### config.mk
export PLATFORM = sky130hd
export DESIGN_NAME = vga_timing_gen_flat
export DESIGN_NICKNAME = d
export VERILOG_FILES = /design/src/rtl/vga_timing_gen_if.sv /design/src/rtl/vga_timing_gen.sv /design/src/flat_wrapper.sv
export SDC_FILE = /design/constraint.sdc
export NUM_CORES = 1
export LEC_CHECK = 0
export CAP_MARGIN = 20
export CORE_MARGIN = 5
export CORE_UTILIZATION = 45
export CTS_CLUSTER_DIAMETER = 40
export DETAILED_ROUTE_END_ITERATION = 12
export GPL_ROUTABILITY_DRIVEN = 0
export PLACE_DENSITY = 0.74
export SLEW_MARGIN = 20
export SYNTH_ARGS = -nofsm -noshare
export SYNTH_HDL_FRONTEND = slang
export SYNTH_SLANG_ARGS = --single-unit
### constraint.sdc
create_clock -name clk -period 1.5 [get_ports clk]
set_clock_uncertainty 0.05 [all_clocks]
set_input_delay 0.3 -clock clk [delete_from_list [all_inputs] [get_ports clk]]
set_output_delay 0.3 -clock clk [all_outputs]
set_load 0.01 [all_outputs]
### src/rtl/vga_timing_gen_if.sv
`default_nettype none
// ============================================================================
//  Module   : vga_timing_gen_if
//  Purpose  : Bundles the raster-timing outputs of vga_timing_gen. The
//             generator drives them through the master modport, and a
//             renderer or display sink reads them through the slave modport.
//  Signals  : x[9:0], y[9:0]  current horizontal / vertical count
//             en              visible-area flag
//             pix_tick        one-clk pulse per pixel advance
//             frame_start     one-clk pulse on wrap to (0,0)
//             hsync, vsync    active-low syncs (pipelined)
//  Revision : 1.0 - initial release
// ============================================================================
interface vga_timing_gen_if;
  logic [9:0] x;
  logic [9:0] y;
  logic       en;
  logic       pix_tick;
  logic       frame_start;
  logic       hsync;
  logic       vsync;

  modport master (
    output x, y, en, pix_tick, frame_start, hsync, vsync
  );

  modport slave (
    input  x, y, en, pix_tick, frame_start, hsync, vsync
  );
endinterface
`default_nettype wire

### src/rtl/vga_timing_gen.sv
`default_nettype none
// ============================================================================
//  Module   : vga_timing_gen
//  Purpose  : VGA raster timing generator. The clock is divided down to a
//             pixel tick, which drives a horizontal/vertical counter pair.
//             Sync pulses, the visible-area flag and a frame-start strobe are
//             decoded from the counters.
//  Ports    : clk          system clock
//             reset        asynchronous active-high reset
//             vga (master) x, y, en, pix_tick, frame_start, hsync, vsync
//  Revision : 1.0 - initial release
// ============================================================================
module vga_timing_gen #(
  parameter int H_ACTIVE = 640,
  parameter int H_FP     = 16,
  parameter int H_SYNC   = 96,
  parameter int H_BP     = 48,
  parameter int V_ACTIVE = 480,
  parameter int V_FP     = 10,
  parameter int V_SYNC   = 2,
  parameter int V_BP     = 33,
  parameter int CLK_DIV  = 4,
  parameter int PIPE_DLY = 1
) (
  input  logic             clk,
  input  logic             reset,
  vga_timing_gen_if.master vga
);

  localparam int         c_h_total  = H_ACTIVE + H_FP + H_SYNC + H_BP;
  localparam int         c_v_total  = V_ACTIVE + V_FP + V_SYNC + V_BP;
  localparam logic [9:0] c_h_last   = 10'(c_h_total - 1);
  localparam logic [9:0] c_v_last   = 10'(c_v_total - 1);
  localparam logic [9:0] c_h_act    = 10'(H_ACTIVE);
  localparam logic [9:0] c_v_act    = 10'(V_ACTIVE);
  localparam logic [9:0] c_hs_start = 10'(H_ACTIVE + H_FP);
  localparam logic [9:0] c_hs_stop  = 10'(H_ACTIVE + H_FP + H_SYNC);
  localparam logic [9:0] c_vs_start = 10'(V_ACTIVE + V_FP);
  localparam logic [9:0] c_vs_stop  = 10'(V_ACTIVE + V_FP + V_SYNC);
  localparam logic [2:0] c_div_last = 3'(CLK_DIV - 1);

  logic [2:0] r_div_cnt;
  logic [9:0] r_h_cnt;
  logic [9:0] r_v_cnt;
  logic       w_tick;
  logic       w_h_last;
  logic       w_v_last;
  logic       w_hsync_raw;
  logic       w_vsync_raw;

  // With CLK_DIV=1 the divider sits at 0 == c_div_last, so the tick is
  // permanently high, including while reset is asserted.
  assign w_tick   = (r_div_cnt == c_div_last);
  assign w_h_last = (r_h_cnt == c_h_last);
  assign w_v_last = (r_v_cnt == c_v_last);

  always_ff @(posedge clk or posedge reset) begin
    if (reset) begin
      r_div_cnt <= '0;
      r_h_cnt   <= '0;
      r_v_cnt   <= '0;
    end else begin
      if (w_tick) r_div_cnt <= '0;
      else        r_div_cnt <= r_div_cnt + 3'd1;

      if (w_tick) begin
        if (w_h_last) begin
          r_h_cnt <= '0;
          if (w_v_last) r_v_cnt <= '0;
          else          r_v_cnt <= r_v_cnt + 10'd1;
        end else begin
          r_h_cnt <= r_h_cnt + 10'd1;
        end
      end
    end
  end

  assign w_hsync_raw = ~((r_h_cnt >= c_hs_start) && (r_h_cnt < c_hs_stop));
  assign w_vsync_raw = ~((r_v_cnt >= c_vs_start) && (r_v_cnt < c_vs_stop));

  assign vga.x           = r_h_cnt;
  assign vga.y           = r_v_cnt;
  assign vga.en          = (r_h_cnt < c_h_act) && (r_v_cnt < c_v_act);
  assign vga.pix_tick    = w_tick;
  // Combinational, so an asynchronous reset mid-frame clears it at once.
  assign vga.frame_start = w_tick & w_h_last & w_v_last;

  // Syncs are delayed to line up with the renderer's memory read latency.
  // The delay stages reset to the inactive (high) level.
  if (PIPE_DLY == 0) begin : g_sync_direct
    assign vga.hsync = w_hsync_raw;
    assign vga.vsync = w_vsync_raw;
  end else begin : g_sync_pipe
    logic [PIPE_DLY-1:0] r_hs_pipe;
    logic [PIPE_DLY-1:0] r_vs_pipe;

    always_ff @(posedge clk or posedge reset) begin
      if (reset) begin
        r_hs_pipe <= '1;
        r_vs_pipe <= '1;
      end else begin
        r_hs_pipe[0] <= w_hsync_raw;
        r_vs_pipe[0] <= w_vsync_raw;
        for (int i = 1; i < PIPE_DLY; i++) begin
          r_hs_pipe[i] <= r_hs_pipe[i-1];
          r_vs_pipe[i] <= r_vs_pipe[i-1];
        end
      end
    end

    assign vga.hsync = r_hs_pipe[PIPE_DLY-1];
    assign vga.vsync = r_vs_pipe[PIPE_DLY-1];
  end

endmodule
`default_nettype wire

### src/flat_wrapper.sv
// flat-port wrapper written by rule: the top's interface ports become plain ports
module vga_timing_gen_flat 
#(
  parameter int H_ACTIVE = 640,
  parameter int H_FP     = 16,
  parameter int H_SYNC   = 96,
  parameter int H_BP     = 48,
  parameter int V_ACTIVE = 480,
  parameter int V_FP     = 10,
  parameter int V_SYNC   = 2,
  parameter int V_BP     = 33,
  parameter int CLK_DIV  = 4,
  parameter int PIPE_DLY = 1
)
  (clk, reset, vga_x, vga_y, vga_en, vga_pix_tick, vga_frame_start, vga_hsync, vga_vsync);
  vga_timing_gen_if vga_i ();
  input  logic clk;
  input  logic reset;
  output wire logic [$bits(vga_i.x)-1:0] vga_x;
  output wire logic [$bits(vga_i.y)-1:0] vga_y;
  output wire logic [$bits(vga_i.en)-1:0] vga_en;
  output wire logic [$bits(vga_i.pix_tick)-1:0] vga_pix_tick;
  output wire logic [$bits(vga_i.frame_start)-1:0] vga_frame_start;
  output wire logic [$bits(vga_i.hsync)-1:0] vga_hsync;
  output wire logic [$bits(vga_i.vsync)-1:0] vga_vsync;
  assign vga_x = vga_i.x;
  assign vga_y = vga_i.y;
  assign vga_en = vga_i.en;
  assign vga_pix_tick = vga_i.pix_tick;
  assign vga_frame_start = vga_i.frame_start;
  assign vga_hsync = vga_i.hsync;
  assign vga_vsync = vga_i.vsync;
  vga_timing_gen #(.H_ACTIVE(H_ACTIVE), .H_FP(H_FP), .H_SYNC(H_SYNC), .H_BP(H_BP), .V_ACTIVE(V_ACTIVE), .V_FP(V_FP), .V_SYNC(V_SYNC), .V_BP(V_BP), .CLK_DIV(CLK_DIV), .PIPE_DLY(PIPE_DLY)) u_core (.clk(clk), .reset(reset), .vga(vga_i));
endmodule
==> results of run 1 <==
-- synth_stat cells, types with 3 or more instances --
library cell,number
sky130_fd_sc_hd__ha_1,5
sky130_fd_sc_hd__nand2_1,14
sky130_fd_sc_hd__o21ai_0,6
sky130_fd_sc_hd__inv_1,6
sky130_fd_sc_hd__dfrtp_1,23
sky130_fd_sc_hd__nor2_1,10
sky130_fd_sc_hd__nand4_1,8
sky130_fd_sc_hd__a21oi_1,4
sky130_fd_sc_hd__xnor2_1,9
sky130_fd_sc_hd__xor2_1,3
sky130_fd_sc_hd__nand3_1,8
-- flip-flops by register name, summed over array words and instances (netlist names) --
name              count
u_core.vga.hsync      1
u_core.r_div_cnt      3
u_core.vga.y         10
u_core.vga.x         10
u_core.vga.vsync      1
-- kinds of logic after synthesis --
group	count (synthesis)	synth area share, %
flip-flops	25	48.3
buffers and inverters	8	2.60
XOR/XNOR	12	8.09
AO/OA/AOI/OAI	14	6.35
adder cells (fa/ha/maj)	5	4.81
AND/OR/NAND/NOR	64	29.8
-- final cells by class --
type | instances | share of cell area [%]
multi-input cells | 95 | 37.8
repair buffers | 88 | 30.8
flip-flops and latches | 25 | 27.4
well taps | 31 | 1.67
inverters | 7 | 1.13
clock buffers | 3 | 0.972
clock inverters | 1 | 0.216
-- worst register-to-register path: stages, from the launching register on --
cell and delay (ps):
sky130_fd_sc_hd__dfrtp_1 410, sky130_fd_sc_hd__ha_4 170, sky130_fd_sc_hd__buf_6 100, sky130_fd_sc_hd__nand4b_1 180
sky130_fd_sc_hd__nor4_4 230, sky130_fd_sc_hd__or4b_1 480, sky130_fd_sc_hd__a21oi_2 140
-- worst min-delay path by stage --
stage / start / endpoint / slack, ps / depth (start not counted)
floorplan: reset / u_core.r_div_cnt[0] / 280 / 1
CTS: reset / u_core.vga.y[8] / 270 / 3
detailed placement: u_core.r_div_cnt[0] / u_core.r_div_cnt[0] / 480 / 2
global placement: u_core.r_div_cnt[0] / u_core.r_div_cnt[0] / 460 / 2
global route: reset / u_core.vga.y[4] / 290 / 3
finish: reset / u_core.vga.y[4] / 240 / 3
-- per-layer routing --
layer | share of wire [%] | vias up | track usage, % | wire length (um)
li1 | - | 643 | - | -
met1 | 41 | 704 | 27.3 | 1890
met2 | 55 | 37 | 42.8 | 2570
met3 | 3.2 | 3 | 2.63 | 149
met4 | 0.88 | 0 | 6.23 | 41
met5 | 0 | - | 0 | 0
-- power by group --
part | switching [mW] | internal (mW) | leakage, nW | total [mW]
registers | 0 | 0.674 | 0.320 | 0.674
clock network | 0.224 | 0.101 | 0.0177 | 0.325
logic | 0.0135 | 0.00419 | 0.756 | 0.0177
total | 0.237 | 0.779 | 1.09 | 1.02
-- what timing repair did --
item / in CTS / in global routing
cloned: 0 / 0
pin swaps: 19 / 17
setup endpoints to repair: 41 / 39
gates resized for setup: 103 / 48
setup buffers: 11 / 14
==> summary.md, run 1 <==
| Metric | Value |
|---|---|
| Result of the run | finished, violations left |
| Violations in the final reports | negative setup slack |
| Clk sink count | 25 |
| Share of flip-flops with an asynchronous set or reset after synthesis | 100% |
| Flop-to-flop setup slack | -320 ps |
| Detailed Routing Iterations Pass 1 | 4 |
| Starting density of the core | 47.1% |
| Deepest clock path buffer count | 2 |
| Worst reg2reg path endpoint | u_core.vga.y[9] |
| Setup slack of the critical path after layout | -427 ps |
| Crit path time final | between 1500 and 2000 ps |
| Cell type group with the largest total delay on the critical path | simple AND/OR/NAND/NOR gates |
| TritonCTS Buffers | 3 |
| Clock tree from TritonCTS | done |
| Element type at the critical path end | output port |
| Final HPWL from detailed placement | around 2900 um |
| Global-route usage over all layers | between 20% and 30% |
| Main synth FF type | sky130_fd_sc_hd__dfrtp_1 |
| Layout cell share with drive strength beyond 1 | between 60% and 70% |
| Count of maximum capacitance violations | 0 |
| Hold Buf Count CTS | 0 |
| Wire length per cell after detailed routing | between 15 and 20 um |
| Ordered cell list for the critical path | inv_2, ha_4, nor3b_2, nand4_1, nor2_4, buf_6 |
| Highest-count cells in the layout ignoring fill and taps | sky130_fd_sc_hd__buf_4, sky130_fd_sc_hd__buf_6, sky130_fd_sc_hd__dfrtp_1, sky130_fd_sc_hd__nand2_1, sky130_fd_sc_hd__clkbuf_2 |
| Final-report setup violation count | 18 |
| Number of warning messages in the yosys log | 0 |
| Reg-to-reg critical path startpoint | u_core.r_div_cnt[0] |
| Count of state elements after synthesis | 25 |
| Fmax | 519 MHz |
| Share of the clock period used by the worst path | 128% |
| Final core utilization | 84.0% |
| Worst-case vdd ir drop | between 0.4 and 0.5 mV |
| Share of Yosys cell area claimed by the top area cell type | 44.3% |
| Hold Violations, Final | 0 |
| Setup TNS after final layout | -3390 ps |
| Drt first-iter violations | 86 |
| Share of synthesized area occupied by flip-flops and latches | approximately half |
| Final max-slew violation count | 0 |
| Placed instance count | 229 |
| Diode count | 0 |
| Critical Path Source Type | flop |
| Synthesis-to-finish area growth | 78.2% |
| Unrepaired setup endpoints after global routing | true |
| CP Data Required Time | 1150 ps |
| Placeable core region | between 0.002 and 0.003 mm2 |
| Most common cell after layout, fill and taps aside | sky130_fd_sc_hd__buf_4 |
| Clock latency at the later pin of the worst-skew pair | approximately 350 ps |
| Leakage power | between 1 and 1.5 nW |
| Pre-CTS setup slack | -451 ps |
| Stages on worst setup path | 6 |
| Buffers and inverters on the worst path | 2 |
| DIE AREA | just over 0.004 mm2 |
| Register-to-Register Path Depth | 6 |
| Worst slack on hold paths | 242 ps |
| Actual slew at the worst max-slew pin | 388 ps |
| Number of standard-cell rows in the floorplan | 19 |
| CTS HTree Levels | 1 |
| Post-Layout Inst Area | ~0.0023 mm2 |
| Number of synthesized flops with an enable pin | 0 |
| Worst path slowest cell | sky130_fd_sc_hd__dfrtp_2 |
| Area used by multi-input combinational logic | slightly below 900 um2 |
| Buffer cell driving the clock tree root | sky130_fd_sc_hd__clkbuf_4 |
| Total Power Consumption | between 1 and 1.5 mW |
| Largest area contributor in the synthesized netlist | sky130_fd_sc_hd__dfrtp_1 |
| Top post-synthesis cells by area | sky130_fd_sc_hd__dfrtp_1, sky130_fd_sc_hd__xnor2_1, sky130_fd_sc_hd__ha_1 |
| Post-synthesis net count | 135 |
| Via count | approximately 1400 |
| Clock transition at the registers of the reported paths | 150 ps |
| Post-detailed-routing wire length | 4650 um |
| Vias in the first global route | ~1500 |
| Final cell count without fillers | 250 |
| Capture point of the worst path | vga_frame_start |
| Area after DPL | 0.00200 mm2 |
| Final global-route overflow total | 0 |
| Final-layout fill cell count | roughly 150 |
| Cell area after synthesis | ~0.0013 mm2 |
| Global-route wire length before repair | 7360 um |
| Antenna violations before repair | 0 |
| Number of nets still failing antenna checks after routing | 0 |
| Launching instance or port of the critical path | u_core.vga.y[0] |
| Delay of the slowest critical-path stage | between 400 and 500 ps |
| Class of the tightest hold or removal check | in2async |
| Port Buffer Count | 26 |
| Layout Nets | between 200 and 250 |
| Die H | 63.8 um |
| Maximum fanout along the worst path | 2 |
| Chip Width | between 60 and 70 um |
| Area of all sequential standard cells | around 630 um2 |
| Average via count per standard cell | between 5 and 6 |
| PwrDens | about 440 mW/mm2 |
| Critical path class | reg2out |
| Number of distinct library cell variants in the gate-level netlist after synthesis | 36 |
| DRC errors left | 0 |
| Mapped Cells | 128 |
| Top-level port count | 27 |
| Average instance area after synthesis | around 10 um2 |
| Arrival @ worst endpoint | 1580 ps |
| Relative slew slack | roughly three quarters |
| Pin count of the biggest net entering global routing | 26 |
Note: power is estimated with default switching activity, not from simulation.
==> run 2, diff against run 1 <==
--- a/config.mk
+++ b/config.mk
@@ -5,13 +5,16 @@
 export SDC_FILE = /design/constraint.sdc
 export NUM_CORES = 1
 export LEC_CHECK = 0
+export ABC_AREA = 1
 export CAP_MARGIN = 20
 export CORE_MARGIN = 5
-export CORE_UTILIZATION = 45
+export CORE_UTILIZATION = 47
 export CTS_CLUSTER_DIAMETER = 40
 export DETAILED_ROUTE_END_ITERATION = 12
 export GPL_ROUTABILITY_DRIVEN = 0
-export PLACE_DENSITY = 0.74
+export MAX_ROUTING_LAYER = met4
+export PLACE_DENSITY = 0.75
+export REMOVE_ABC_BUFFERS = 1
 export SLEW_MARGIN = 20
 export SYNTH_ARGS = -nofsm -noshare
 export SYNTH_HDL_FRONTEND = slang
==> summary.md, run 2 <==
| Metric | Value |
|---|---|
| NetSw | 0.223 mW (-6.1%) |
| Leakage power | 1.26 nW (+16%) |
| Placed instance count | 292 (+28%) |
| Die H | 66.9 um (+4.9%) |
| Wire length per cell after detailed routing | 15.5 um (-16%) |
| Final core utilization | 80.6% (-3.5 points) |
| Clock tree from TritonCTS | done |
| Critical path class | reg2out |
| Via count | 1599 (+15%) |
| Number of standard-cell rows in the floorplan | 20 (+1) |
| Share of the clock period used by the worst path | 132% (+3.5 points) |
| Number of synthesized flops with an enable pin | 0 (unchanged) |
| Share of total power in combinational logic | 2.2% (+0.5 points) |
| Largest area contributor in the synthesized netlist | sky130_fd_sc_hd__dfrtp_1 |
| Met3 layer wire length in the routed design | 155 um (+4.0%) |
| Chip Width | 66.9 um (+4.9%) |
| Pin count of the biggest net entering global routing | 26 (unchanged) |
| Area of all sequential standard cells | 631 um2 (-0.59%) |
| Clock latency at the later pin of the worst-skew pair | 320 ps (-30 ps) |
| Most common cell after layout, fill and taps aside | sky130_fd_sc_hd__buf_4 |
| Unrepaired setup endpoints after global routing | true |
| Delay of the slowest critical-path stage | 420 ps (-20 ps) |
| Deepest clock path buffer count | 2 (unchanged) |
| Result of the run | finished, violations left |
| Worst path slowest cell | sky130_fd_sc_hd__dfrtp_1 |
| Cell area after synthesis | 0.00152 mm2 (+17%) |
| Share of flip-flops with an asynchronous set or reset after synthesis | 100% (unchanged) |
| Violations in the final reports | negative setup slack |
| Share of Yosys cell area claimed by the top area cell type | 37.9% (-6.4 points) |
| Number of nets still failing antenna checks after routing | 0 (unchanged) |
| CTS HTree Levels | 1 (unchanged) |
| Internal cell power | 0.786 mW (+0.90%) |
| Average instance area after synthesis | 8.26 um2 (-19%) |
| Crit path time final | 1980 ps (+52.5 ps) |
| Top-level port count | 27 (unchanged) |
| Clock Power Share | 31.0% (-0.9 points) |
| Average via count per standard cell | 5.16 (-7.0%) |
| Setup slack of the critical path after layout | -479 ps (-52.5 ps) |
| Layout cell share with drive strength beyond 1 | 51.9% (-8.9 points) |
| Final global-route overflow total | 0 (unchanged) |
| Final-report setup violation count | 17 (-1) |
| Top Metal Used | met4 |
| Number of warning messages in the yosys log | 0 (unchanged) |
| Share of synthesized area occupied by flip-flops and latches | 41.4% (-7.0 points) |
| Class of the tightest hold or removal check | in2async |
| Met2 wire length | 2550 um (-1.0%) |
| Clk sink count | 25 (unchanged) |
| PwrDens | 407 mW/mm2 (-7.3%) |
| Final cell count without fillers | 310 (+24%) |
| Placeable core region | 0.00308 mm2 (+12%) |
| Clock transition at the registers of the reported paths | 140 ps (about the same) |
| Ordered cell list for the critical path | ha_2, nand3_2, nor2_4, nand4_2, nor3_2, buf_2 |
| Maximum fanout along the worst path | 2 (unchanged) |
| Mapped Cells | 184 (+44%) |
| Final max-slew violation count | 0 (unchanged) |
| Vias in the first global route | 1493 (-0.20%) |
| Global-route wire length before repair | 7030 um (-4.5%) |
| Antenna violations before repair | 0 (unchanged) |
| DRC errors left | 0 (unchanged) |
| Relative slew slack | 78.8% (+5.1 points) |
| Detailed Routing Iterations Pass 1 | 4 (unchanged) |
| Worst slack on hold paths | 223 ps (-19.2 ps) |
| Hold Buf Count CTS | 0 (unchanged) |
| Count of maximum capacitance violations | 0 (unchanged) |
| Final HPWL from detailed placement | 2780 um (-4.5%) |
| Diode count | 0 (unchanged) |
| Count of state elements after synthesis | 25 (unchanged) |
| Met1 Routed Length | 2020 um (+6.8%) |
| Register-to-Register Path Depth | 10 (+4) |
| Dominant cell by count in the synthesized netlist | sky130_fd_sc_hd__nand2_1 |
| Drt first-iter violations | 116 (+35%) |
| Leading post-synthesis cells by instance count | sky130_fd_sc_hd__nand2_1, sky130_fd_sc_hd__inv_1, sky130_fd_sc_hd__dfrtp_1, sky130_fd_sc_hd__nand3_1, sky130_fd_sc_hd__nor2_1 |
| Main synth FF type | sky130_fd_sc_hd__dfrtp_1 |
| DIE AREA | 0.00447 mm2 (+10%) |
| Synthesis-to-finish area growth | 63.3% |
| Area used by multi-input combinational logic | 938 um2 (+7.1%) |
| Final-layout fill cell count | 207 (+40%) |
| Port Buffer Count | 26 (unchanged) |
| Starting density of the core | 49.3% (+2.2 points) |
| Layout Nets | 274 (+21%) |
| Actual slew at the worst max-slew pin | 316 ps (-71.7 ps) |
| Top post-synthesis cells by area | sky130_fd_sc_hd__dfrtp_1, sky130_fd_sc_hd__nand2_1, sky130_fd_sc_hd__inv_1 |
| Arrival @ worst endpoint | 1630 ps (+50 ps) |
| Buffer cell driving the clock tree root | sky130_fd_sc_hd__clkbuf_4 |
| Highest-count cells in the layout ignoring fill and taps | sky130_fd_sc_hd__buf_4, sky130_fd_sc_hd__nand2_1, sky130_fd_sc_hd__inv_1, sky130_fd_sc_hd__dfrtp_1, sky130_fd_sc_hd__buf_6 |
| TritonCTS Buffers | 3 (unchanged) |
| Sw Share | 22.1% (-1.3 points) |
| Number of distinct library cell variants in the gate-level netlist after synthesis | 30 (-17%) |
| Element type at the critical path end | output port |
| CP Data Required Time | 1150 ps (about the same) |
| Critical Path Source Type | flop |
| Global-route usage over all layers | 21.6% (-1.2 points) |
| Post-detailed-routing wire length | 4820 um (+3.6%) |
| Hold Violations, Final | 0 (unchanged) |
| Sequential share of power | 66.8% (+0.5 points) |
| Fmax | 505 MHz (-2.7%) |
| Worst-case vdd ir drop | 0.516 mV (+10%) |
-- run 2: cell types whose count changed after synthesis, sizes merged, moves of 4 or more --
| cell | previous run | this run |
|---|---|---|
| nor3 | 1 | 5 |
| nor2 | 10 | 25 |
| nand3 | 8 | 20 |
| nand2 | 14 | 42 |
| inv | 7 | 33 |
| xnor2 | 9 | 1 |
| o21ai | 6 | 10 |
-- run 2: what timing repair did --
item / in CTS / in global routing
pin swaps: 15 / 15
setup buffers: 10 / 12
cloned: 1 / 1
resized for setup: 84 / 74
endpoints found under the setup margin: 35 / 39
-- run 2: cells by family (layout without fill, tap and decap cells) --
group                      Yosys count  count (layout)  share of synthesized area [%]
AOI/OAI and AO/OA                   12              12                           4.70
xor gates and xnor gates             6               6                           3.46
adders and majority gates            5               5                           4.12
buffers and inverters               34             115                           9.06
DFF                                 25              25                           41.4
and+or+nand+nor                    102             103                           37.3
-- run 2: final timing paths --
path	endpoint	startpoint	slack, ps
max	vga_frame_start	u_core.vga.x[0]	-480
min	u_core.vga.x[1]	reset	220
max reg2reg	u_core.vga.y[6]	u_core.r_div_cnt[0]	-140
min reg2reg	u_core.vga.hsync	u_core.vga.x[4]	520
max in group asynchronous	u_core.vga.hsync	reset	940
min in group clk	u_core.vga.hsync	u_core.vga.x[4]	520
-- run 2: per-stage QoR --
step                      setup slack, ps  area (um2)  TNS [ps]  total power, mW
after global placement               -454        2140     -1510            0.710
final                                -479        2480     -1720             1.01
after CTS                            -431        2310      -847             1.02
after global routing                 -553        2480     -3040             1.05
after floorplan                     -86.6        1510     -99.4            0.697
after detailed placement             -508        2140     -1970            0.710
-- run 2: cell type report --
cell class	count	share of cell area [%]
Clock buffer	4	1.06
Inverter	33	5.30
Multi-Input combinational cell	126	37.8
Sequential cell	25	25.4
Tap cell	44	2.22
Timing Repair Buffer	78	28.2
-- run 2: critical path: cells and delay by family (launching register included) --
| family | cells | cell delay (ps) |
|---|---|---|
| buffers and inverters | 1 | 160 |
| adder cells (fa/ha/maj) | 1 | 220 |
| flip-flops | 1 | 420 |
| AND/OR/NAND/NOR | 4 | 510 |
-- run 2: routing by layer --
layer | track usage, % | vias to the layer above
met4 | 7.34 | 0
met3 | 2.36 | 6
met2 | 34.9 | 40
met5 | - | -
met1 | 28.3 | 798
li1 | - | 755
-- run 2: power groups by stage --
stage	sequential [mW]	clock [mW]	combinational [mW]
detailed placement	0.687	0	0.0229
finish	0.674	0.313	0.0222
global placement	0.687	0	0.0231
global route	0.675	0.354	0.0253
CTS	0.674	0.319	0.0229
floorplan	0.687	0	0.00997
==> run 3, diff against run 2 <==
--- a/config.mk
+++ b/config.mk
@@ -7,7 +7,6 @@
 export LEC_CHECK = 0
 export ABC_AREA = 1
 export CAP_MARGIN = 20
-export CORE_MARGIN = 5
 export CORE_UTILIZATION = 47
 export CTS_CLUSTER_DIAMETER = 40
 export DETAILED_ROUTE_END_ITERATION = 12
==> summary.md, run 3 (synthesized netlist as in run 2, its figures left out) <==
| Metric | Value |
|---|---|
| Drt first-iter violations | 131 (+13%) |
| Ordered cell list for the critical path | ha_4, nand2_4, nor2_4, nand4_4, nor3_4, buf_2 |
| Crit path time final | 2030 ps (+51.1 ps) |
| CP Data Required Time | 1150 ps (about the same) |
| Total Power Consumption | 1.03 mW (+2.3%) |
| Final global-route overflow total | 0 (unchanged) |
| DRC errors left | 0 (unchanged) |
| Arrival @ worst endpoint | 1680 ps (+50 ps) |
| Post-detailed-routing wire length | 5480 um (+14%) |
| Global-route wire length before repair | 7880 um (+12%) |
| Hold Violations, Final | 0 (unchanged) |
| Top-level port count | 27 (unchanged) |
| Synthesis-to-finish area growth | 70.3% |
| Result of the run | finished, violations left |
| Worst slack on hold paths | 201 ps (-21.8 ps) |
| Global-route usage over all layers | 32.2% (+11 points) |
| Pin count of the biggest net entering global routing | 26 (unchanged) |
| Vias in the first global route | 1717 (+15%) |
| Highest-count cells in the layout ignoring fill and taps | sky130_fd_sc_hd__buf_4, sky130_fd_sc_hd__nand2_1, sky130_fd_sc_hd__buf_6, sky130_fd_sc_hd__inv_1, sky130_fd_sc_hd__dfrtp_1 |
| Layout cell share with drive strength beyond 1 | 57.6% (+5.7 points) |
| Clock tree from TritonCTS | done |
| Critical Path Source Type | flop |
| Final max-slew violation count | 0 (unchanged) |
| TritonCTS Buffers | 3 (unchanged) |
| Most common cell after layout, fill and taps aside | sky130_fd_sc_hd__buf_4 |
| CTS HTree Levels | 1 (unchanged) |
| Class of the tightest hold or removal check | in2async |
| Maximum fanout along the worst path | 2 (unchanged) |
| Final core utilization | 84.7% (+4.1 points) |
| Violations in the final reports | negative setup slack |
| Antenna violations before repair | 0 (unchanged) |
| Number of nets still failing antenna checks after routing | 0 (unchanged) |
| Wire length per cell after detailed routing | 17.1 um (+10%) |
| Number of standard-cell rows in the floorplan | 20 (unchanged) |
| Final cell count without fillers | 320 (+3.2%) |
| Placed instance count | 299 (+2.4%) |
| Detailed Routing Iterations Pass 1 | 5 (+1) |
| Starting density of the core | 49.8% (+0.40 points) |
| Critical path class | reg2out |
| Element type at the critical path end | output port |
| Clock latency at the later pin of the worst-skew pair | 350 ps (+30 ps) |
| Deepest clock path buffer count | 2 (unchanged) |
| Unrepaired setup endpoints after global routing | true |
| Placeable core region | 0.00305 mm2 (-0.81%) |
| Chip Width | 58.9 um (-12%) |
| Port Buffer Count | 26 (unchanged) |
| Buffer cell driving the clock tree root | sky130_fd_sc_hd__clkbuf_4 |
| Via count | 1705 (+6.6%) |
| DIE AREA | 0.00346 mm2 (-23%) |
| Diode count | 0 (unchanged) |
| Layout Nets | 284 (+3.6%) |
| Clk sink count | 25 (unchanged) |
| Final HPWL from detailed placement | 2960 um (+6.5%) |
| Count of maximum capacitance violations | 0 (unchanged) |
| Average via count per standard cell | 5.33 (+3.3%) |
| Share of the clock period used by the worst path | 135% (+3.4 points) |
| Actual slew at the worst max-slew pin | 274 ps (-42.2 ps) |
| Die H | 58.9 um (-12%) |
| Delay of the slowest critical-path stage | 450 ps (+30 ps) |
| Clock transition at the registers of the reported paths | 160 ps (+20 ps) |
| Relative slew slack | 81.6% (+2.8 points) |
| Worst-case vdd ir drop | 0.634 mV (+23%) |
| Final-report setup violation count | 22 (+5) |
| Leakage power | 1.28 nW (+1.0%) |
| PwrDens | 399 mW/mm2 (-1.9%) |
| Setup slack of the critical path after layout | -530 ps (-51.1 ps) |
| Worst path slowest cell | sky130_fd_sc_hd__dfrtp_1 |
| Fmax | 493 MHz (-2.5%) |
[run 3: cell count changes in the layout (fill, tap and decap cells not counted), moves of 3 or more]
cell                              previous run  this run
sky130_fd_sc_hd__nand2_2                     5         9
sky130_fd_sc_hd__ha_4                        1         5
sky130_fd_sc_hd__buf_4                      37        43
sky130_fd_sc_hd__inv_1                      27        23
sky130_fd_sc_hd__nand2_4                     8         5
sky130_fd_sc_hd__inv_2                       5         9
sky130_fd_sc_hd__nand3_1                    14        10
sky130_fd_sc_hd__clkdlybuf4s15_1             5         1
sky130_fd_sc_hd__buf_6                      20        26
[run 3: cell type report]
cell class	count	area, um2
clock buffer	3	22.5
multi-input combinational	126	997
inverter	33	129
timing repair buffer	88	749
fill	163	467
tap	44	55.1
sequential	25	628
clock inverter	1	5.00
[run 3: metal layers]
layer	part of all wire (%)	GRT usage, %	vias to the layer above
li1	-	-	775
met1	36	33.4	824
met3	5.4	5.71	20
met4	3.7	21.1	0
met5	0	-	-
met2	54	55.8	86
[run 3: critical path, delay by kind of cell (launching register included)]
family | cells | cell delay (ps)
AND/OR/NAND/NOR | 4 | 560
flip-flops | 1 | 450
adder cells (fa/ha/maj) | 1 | 180
buffers and inverters | 1 | 150
[run 3: repair_timing]
item                                    4_1_cts  5_1_grt
gates resized for setup                     116       60
pin swaps                                    15       19
gates cloned                                  1        0
hold buffers                                  0        0
buffers inserted                             17        9
endpoints found under the setup margin       36       40
[run 3: final timing paths]
check	depth (start not counted)	end	startpoint	slack [ps]
min in group clk	3	u_core.vga.hsync	u_core.vga.x[4]	530
setup reg to reg	9	u_core.vga.y[9]	u_core.vga.x[5]	-140
hold / removal	3	u_core.vga.y[1]	reset	200
max in group asynchronous	3	u_core.vga.vsync	reset	980
hold reg to reg	3	u_core.vga.hsync	u_core.vga.x[4]	530
setup / recovery	6	vga_frame_start	u_core.r_div_cnt[0]	-530
[run 3: per-stage QoR]
step                      cell area [um2]  setup WS, ps  setup TNS, ps
final                                2590          -530          -2370
after global routing                 2590          -600          -3480
after CTS                            2460          -440          -1380
after detailed placement             2180          -560          -2890
after global placement               2180          -484          -2190
after floorplan                      1510         -86.6          -99.4
[run 3: where the power goes]
group,internal (mW),switching (mW),leakage [nW]
Sequential,0.675,0,0.328
Combinational,0.00776,0.0145,0.931
Clock,0.101,0.234,0.0177
